## src/rtl/uart_pkg.sv

```systemverilog
// Shared types and constants for the UART transmit path.
package uart_pkg;

  localparam int unsigned UART_DATA_BITS            = 8;
  localparam int unsigned UART_DEFAULT_CLK_PER_BAUD = 868;

  typedef enum logic [2:0] {
    IDLE,
    START,
    DATA,
    PARITY,
    STOP
  } tx_state_t;

endpackage

```

## src/rtl/uart_tx_fifo_if.sv

```systemverilog
// Store-path write port and serial-side status of the buffered UART transmitter.
interface uart_tx_fifo_if;
  import uart_pkg::*;

  logic                      wr_en;
  logic [UART_DATA_BITS-1:0] wr_data;
  logic                      tx_ready;
  logic                      txd;
  logic                      busy;

  modport master (output wr_en, wr_data, input tx_ready, txd, busy);
  modport slave  (input wr_en, wr_data, output tx_ready, txd, busy);
endinterface

```

## src/rtl/uart_tx_buf.sv

```systemverilog
// Synchronous FIFO feeding the UART framer; pointers carry an extra wrap bit.
module uart_tx_buf #(
  parameter int unsigned DEPTH = 16,
  parameter int unsigned WIDTH = 8
) (
  input  logic             clk,
  input  logic             rst,
  input  logic             push,
  input  logic             pop,
  input  logic [WIDTH-1:0] wr_data,
  output logic [WIDTH-1:0] head_c,
  output logic             full_c,
  output logic             empty_c
);
  localparam int unsigned AW = $clog2(DEPTH);
  localparam int unsigned PW = AW + 1;

  logic [WIDTH-1:0] mem [DEPTH];
  logic [PW-1:0]    wr_ptr_q;
  logic [PW-1:0]    rd_ptr_q;
  logic             push_ok_c;
  logic             pop_ok_c;

  assign empty_c   = (wr_ptr_q == rd_ptr_q);
  assign full_c    = (wr_ptr_q[AW] != rd_ptr_q[AW]) &&
                     (wr_ptr_q[AW-1:0] == rd_ptr_q[AW-1:0]);
  assign push_ok_c = push && !full_c;
  assign pop_ok_c  = pop && !empty_c;
  assign head_c    = mem[rd_ptr_q[AW-1:0]];

  always_ff @(posedge clk or negedge rst) begin
    if (!rst) begin
      wr_ptr_q <= '0;
      rd_ptr_q <= '0;
    end else begin
      if (push_ok_c) wr_ptr_q <= wr_ptr_q + PW'(1);
      if (pop_ok_c)  rd_ptr_q <= rd_ptr_q + PW'(1);
    end
  end

  // Storage is data-only; validity is tracked entirely by the pointers.
  always_ff @(posedge clk) begin
    if (push_ok_c) mem[wr_ptr_q[AW-1:0]] <= wr_data;
  end

endmodule

```

## src/rtl/uart_tx_fifo.sv

```systemverilog
// Buffered UART transmitter: byte FIFO drained by an LSB-first 8N1 framer.
// Defining UART_TX_PARITY_EN adds an even-parity bit (8E1 frames).
module uart_tx_fifo
  import uart_pkg::*;
#(
  parameter int unsigned CLK_PER_BAUD = UART_DEFAULT_CLK_PER_BAUD,
  parameter int unsigned DEPTH        = 16
) (
  input  logic          clk,
  input  logic          rst,
  uart_tx_fifo_if.slave bus
);
  localparam int unsigned BAUD_W = $clog2(CLK_PER_BAUD);
  localparam int unsigned IDX_W  = $clog2(UART_DATA_BITS);
  localparam logic [BAUD_W-1:0] BAUD_LAST = BAUD_W'(CLK_PER_BAUD - 1);
  localparam logic [IDX_W-1:0]  IDX_LAST  = IDX_W'(UART_DATA_BITS - 1);

  tx_state_t                 state_q, state_d;
  logic [UART_DATA_BITS-1:0] sh_q, sh_d;
  logic [BAUD_W-1:0]         baud_q, baud_d;
  logic [IDX_W-1:0]          idx_q, idx_d;
  logic                      txd_q, txd_d;
  logic                      busy_q, busy_d;
  logic                      pop_c, full_c, empty_c, baud_end_c;
  logic [UART_DATA_BITS-1:0] head_c;
`ifdef UART_TX_PARITY_EN
  logic                      par_q, par_d;
`endif

  uart_tx_buf #(
    .DEPTH(DEPTH),
    .WIDTH(UART_DATA_BITS)
  ) u_buf (
    .clk    (clk),
    .rst    (rst),
    .push   (bus.wr_en),
    .pop    (pop_c),
    .wr_data(bus.wr_data),
    .head_c (head_c),
    .full_c (full_c),
    .empty_c(empty_c)
  );

  assign bus.tx_ready = !full_c;
  assign bus.txd      = txd_q;
  assign bus.busy     = busy_q;
  assign baud_end_c   = (baud_q == BAUD_LAST);

  always_ff @(posedge clk or negedge rst) begin
    if (!rst) begin
      state_q <= IDLE;
      sh_q    <= '0;
      baud_q  <= '0;
      idx_q   <= '0;
      txd_q   <= 1'b1;
      busy_q  <= 1'b0;
`ifdef UART_TX_PARITY_EN
      par_q   <= 1'b0;
`endif
    end else begin
      state_q <= state_d;
      sh_q    <= sh_d;
      baud_q  <= baud_d;
      idx_q   <= idx_d;
      txd_q   <= txd_d;
      busy_q  <= busy_d;
`ifdef UART_TX_PARITY_EN
      par_q   <= par_d;
`endif
    end
  end

  // Framer next state; STOP chains straight into START when more data is queued.
  always_comb begin
    state_d = state_q;
    sh_d    = sh_q;
    baud_d  = baud_q;
    idx_d   = idx_q;
    pop_c   = 1'b0;
`ifdef UART_TX_PARITY_EN
    par_d   = par_q;
`endif
    if (state_q != IDLE) baud_d = baud_end_c ? '0 : baud_q + BAUD_W'(1);

    case (state_q)
      IDLE: begin
        if (!empty_c) begin
          pop_c   = 1'b1;
          sh_d    = head_c;
          baud_d  = '0;
          state_d = START;
`ifdef UART_TX_PARITY_EN
          par_d   = ^head_c;
`endif
        end
      end
      START: begin
        if (baud_end_c) begin
          idx_d   = '0;
          state_d = DATA;
        end
      end
      DATA: begin
        if (baud_end_c) begin
          sh_d  = sh_q >> 1;
          idx_d = idx_q + IDX_W'(1);
`ifdef UART_TX_PARITY_EN
          if (idx_q == IDX_LAST) state_d = PARITY;
`else
          if (idx_q == IDX_LAST) state_d = STOP;
`endif
        end
      end
`ifdef UART_TX_PARITY_EN
      PARITY: begin
        if (baud_end_c) state_d = STOP;
      end
`endif
      STOP: begin
        if (baud_end_c) begin
          if (!empty_c) begin
            pop_c   = 1'b1;
            sh_d    = head_c;
            state_d = START;
`ifdef UART_TX_PARITY_EN
            par_d   = ^head_c;
`endif
          end else begin
            state_d = IDLE;
          end
        end
      end
      default: state_d = IDLE;
    endcase
  end

  // Line level decoded from the current state, then registered for a clean pin.
  always_comb begin
    txd_d = 1'b1;
    case (state_q)
      START:   txd_d = 1'b0;
      DATA:    txd_d = sh_q[0];
`ifdef UART_TX_PARITY_EN
      PARITY:  txd_d = par_q;
`endif
      default: txd_d = 1'b1;
    endcase
  end

  assign busy_d = (state_d != IDLE) || !empty_c || (bus.wr_en && !full_c);

endmodule

```

## src/flat_wrapper.sv

```systemverilog
// flat-port wrapper written by rule: the top's interface ports become plain ports
module uart_tx_fifo_flat import uart_pkg::*;
#(
  parameter int unsigned CLK_PER_BAUD = UART_DEFAULT_CLK_PER_BAUD,
  parameter int unsigned DEPTH        = 16
)
  (clk, rst, bus_wr_en, bus_wr_data, bus_tx_ready, bus_txd, bus_busy);
  uart_tx_fifo_if bus_i ();
  input  logic clk;
  input  logic rst;
  input wire logic [$bits(bus_i.wr_en)-1:0] bus_wr_en;
  input wire logic [$bits(bus_i.wr_data)-1:0] bus_wr_data;
  output wire logic [$bits(bus_i.tx_ready)-1:0] bus_tx_ready;
  output wire logic [$bits(bus_i.txd)-1:0] bus_txd;
  output wire logic [$bits(bus_i.busy)-1:0] bus_busy;
  assign bus_i.wr_en = bus_wr_en;
  assign bus_i.wr_data = bus_wr_data;
  assign bus_tx_ready = bus_i.tx_ready;
  assign bus_txd = bus_i.txd;
  assign bus_busy = bus_i.busy;
  uart_tx_fifo #(.CLK_PER_BAUD(CLK_PER_BAUD), .DEPTH(DEPTH)) u_core (.clk(clk), .rst(rst), .bus(bus_i));
endmodule
```

## config.mk

```make
export PLATFORM = sky130hd
export DESIGN_NAME = uart_tx_fifo_flat
export DESIGN_NICKNAME = d
export VERILOG_FILES = /design/src/rtl/uart_pkg.sv /design/src/rtl/uart_tx_fifo_if.sv /design/src/rtl/uart_tx_buf.sv /design/src/rtl/uart_tx_fifo.sv /design/src/flat_wrapper.sv
export SDC_FILE = /design/constraint.sdc
export NUM_CORES = 1
export LEC_CHECK = 0
export BUFFER_PORTS_ARGS = -buffer_cell sky130_fd_sc_hd__buf_2
export CORE_MARGIN = 2
export CORE_UTILIZATION = 30
export DETAILED_ROUTE_END_ITERATION = 7
export SLEW_MARGIN = 0
export SYNTH_ARGS = -nofsm -noshare
export SYNTH_HDL_FRONTEND = slang
export SYNTH_SLANG_ARGS = --single-unit
```

## constraint.sdc

```tcl
create_clock -name clk -period 2.2 [get_ports clk]
set_input_delay 0.11 -clock clk [delete_from_list [all_inputs] [get_ports clk]]
set_output_delay 0.11 -clock clk [all_outputs]
set_load 0.01 [all_outputs]
```

==> metrics.md <==
| Metric | Value |
|---|---|
| Status | completed |
| Register area | 0.00475 mm2 |
| Reg-to-reg slack, setup | 0.14 ns |
| Fmax achieved | slightly below 500 MHz |
| Maximum vdd drop | 0.575 mV |
| Startpoint Class | flop |
| Clock root buffer | clkbuf_16 |
| Slew HR | 0.448 |
| CP Class | flop to flop |
| Longest Clk Path Bufs | 2 |
| Ant diodes | 0 |
| Number of synthesized register bits | 164 |
| Share of the synthesized area in the top cell type | 0.556 |
| Crit Reg-Reg Endpoint | u_core.sh_q[1]$_DFFE_PN0P_ |
| DRC | 0 |
| Grt ovf | 0 |
| Fin Hold WS | 0.0751 ns |
| Worst Hold End | u_core.u_buf.mem[8][7]$_DFFE_PP_ |
| Prevailing post-synth register cell | edfxtp_1 |
| Core box area | 0.0226 mm2 |
| Total Power | 8.36 mW |
| Hold Crit Start | bus_wr_data[7] |
| Count of input and output buffers | 13 |
| Hold Path Stages | 1 |
| Slew Limit Fails | 0 |
| Drt wl/cell | 18.4 um |
| I/O Pins | 14 |
| Critical path arrival | between 2 and 2.5 ns |
| Final net count | 506 |
| DP HPWL | about 9400 um |
| DR vias | ~3,900 |
| Async SR Flop Fraction | 0.220 |
| GRT Total Usage | 0.124 |
| Max Clock Skew | 0.0113 ns |
| Syn avg cell area | approximately 16 um2 |
| CTS tree | yes |
| Critical Path RT | 2.51 ns |
| RSZ-0062 raised after global routing | no |
| Ratio of cells with drive above 1 in the final layout | 0.212 |
| Crit path max fanout | 8 |
| Routed Antenna Nets | 0 |
| Die X | ~160 um |
| Placer Congestion | 0.780 |
| Crit end category | flop |
| DR iter-0 viols | between 300 and 400 |
| Full die area | 0.0243 mm2 |
| Synth top area cells | edfxtp_1 56%, dfrtp_1 13%, mux2i_1 6.4%, mux4_2 3.3%, nor2_1 1.8% |
| Worst reg-to-reg path cell count | 6 |
| Die H | 156 um |
| Final hold violations | 0 |
| EDFF count, synth | 128 |
| Final setup TNS | 0 ns |
| Crit path time final | 2.06 ns |
| CTS clock-pin slew for the worst setup and hold paths | 0.06 ns |
| Number of H-tree levels | 4 |
| Post-CTS setup buffer count | 0 |
| Utilization after layout | 0.360 |
| Fin crit share | 0.937 |
| Final WL | 14,400 um |
| Skew-Pair Late Insertion Delay | 0.43 ns |
| Leak Pwr | 2.83 nW |
| # clock sinks | 164 |
| Synth area leader | edfxtp_1 |
| Maxcap violations | 0 |
| Rows | 55 |
| Hold crit path type | input pin to flop |
| Post-Syn Area | roughly 0.007 mm2 |
| First-pass GRT wire length | about 22,000 um |
| CTS buffer count | 17 |
| Area Overhead vs Synth | 17.8% |
| PwrDens | between 1000 and 1500 mW/mm2 |
| Largest net degree at the start of global routing | 37 |
| Avg Vias per Cell | 4.92 |
| Multi-input gate area | about 0.0021 mm2 |
| Initial Util | 0.305 |
| DR pass1 iterations | 4 |
| Reg2reg start | u_core.baud_q[0]$_DFF_PN0_ |
| FILL cells | 2,103 |
| Sequential share of the synthesized area | 0.686 |
| Mapped Cells | 442 |
| Worst-margin pin slew | 0.828 ns |
| Post-synth net total | ~460 |
| Synth warnings | 0 |
| Initial antenna violation count | 0 |
| Vias in the first global route | 3,880 |
| Distinct cells, synth | 53 |
| Final setup violation count | 0 |
| Critical Path Start | u_core.baud_q[0]$_DFF_PN0_ |
==> kinds of logic (layout without fill, tap and decap cells) <==
| group | after synthesis | after routing | synth area share |
|---|---|---|---|
| adders and majority gates | 8 | 8 | 0.0145 |
| buffers and inverters | 25 | 82 | 0.0185 |
| and+or+nand+nor | 101 | 101 | 0.0771 |
| muxes | 64 | 64 | 0.115 |
| xor gates and xnor gates | 22 | 22 | 0.0279 |
| DFF | 164 | 164 | 0.686 |
| AOI/OAI and AO/OA | 58 | 58 | 0.0610 |
==> what timing repair did <==
item | CTS | global route
hold endpoints to repair | 36 | 0
endpoints found under the setup margin | 0 | 19
resized for setup | 0 | 2
hold buffers | 2 | 0
==> layer usage <==
metal	vias to the layer above	wire, um	track usage
met3	11	546	0.0331
met4	0	286	0.0419
li1	1789	-	-
met1	1983	6740	0.170
met2	75	6820	0.192
met5	-	0	0
==> Yosys cell counts, types with 2 or more instances <==
master	count
and4_1	3
clkbuf_1	7
inv_1	4
and2_1	3
buf_1	3
ha_1	8
o22ai_1	7
nand3b_1	2
mux2_2	9
o21ai_0	4
buf_6	2
mux4_2	10
a221oi_1	7
a22oi_1	8
xor2_1	14
nor3b_1	2
nand4_1	5
nand3_1	5
nor2_1	33
a21oi_1	9
a211oi_1	8
buf_2	6
buf_4	3
o2bb2ai_1	3
nand2_1	23
nand2b_1	3
dfrtp_1	35
mux2i_1	44
nor2b_1	6
a31oi_1	3
xnor2_1	8
nor3_1	6
o31ai_1	2
edfxtp_1	128
==> how the worst max path moves through the flow <==
stage	endpoint	cells after the start
after floorplan	u_core.u_buf.mem[1][0]$_DFFE_PP_	6
after global placement	u_core.sh_q[4]$_DFFE_PN0P_	5
after detailed placement	u_core.sh_q[4]$_DFFE_PN0P_	5
after CTS	u_core.sh_q[4]$_DFFE_PN0P_	5
after global routing	u_core.sh_q[2]$_DFFE_PN0P_	6
final	u_core.sh_q[1]$_DFFE_PN0P_	6
==> through the flow <==
step	cells	setup slack [ns]	cell area (um2)
after floorplan	442	-0.0641	6920
after global placement	751	0.146	7490
after detailed placement	751	0.115	7490
after CTS	784	0.102	8140
after global routing	784	0.00334	8150
final	784	0.138	8150
==> state kept, by name, indices dropped and copies added (netlist names) <==
register and count:
u_core.bus.txd 1, u_core.u_buf.mem 128, u_core.baud_q 10, u_core.idx_q 3
u_core.state_q 3, u_core.bus.busy 1, u_core.u_buf.rd_ptr_q 5, u_core.sh_q 8
u_core.u_buf.wr_ptr_q 5
==> critical path, stage by stage (launching register included) <==
cell and delay [ns]:
dfrtp_1 0.41, ha_1 0.22, nor3b_1 0.27, and4_1 0.28, nand3b_2 0.11, a21oi_4 0.29, mux2_2 0.38
==> cell type report <==
class | count | area share
Clock buffer | 20 | 0.0536
Clock inverter | 11 | 0.0244
Inverter | 4 | 0.00184
Sequential cell | 164 | 0.583
Tap cell | 285 | 0.0438
Timing Repair Buffer | 47 | 0.0415
Multi-Input combinational cell | 253 | 0.252
==> cell usage in the layout, fill, tap and decap left out, drive strengths merged, types with 9 or more instances in the layout <==
master / instances
xor2: 14
dfrtp: 35
nand2: 23
mux4: 11
clkbuf: 20
a21oi: 10
mux2: 9
buf: 45
a211oi: 9
mux2i: 44
nor2: 33
edfxtp: 128
==> power breakdown <==
| part | leakage [nW] | switching (mW) | internal (mW) |
|---|---|---|---|
| combinational | 0.929 | 0.722 | 0.499 |
| clock | 0.303 | 1.19 | 2.02 |
| sequential | 1.60 | 0.210 | 3.72 |
(Power assumes the default switching activity.)
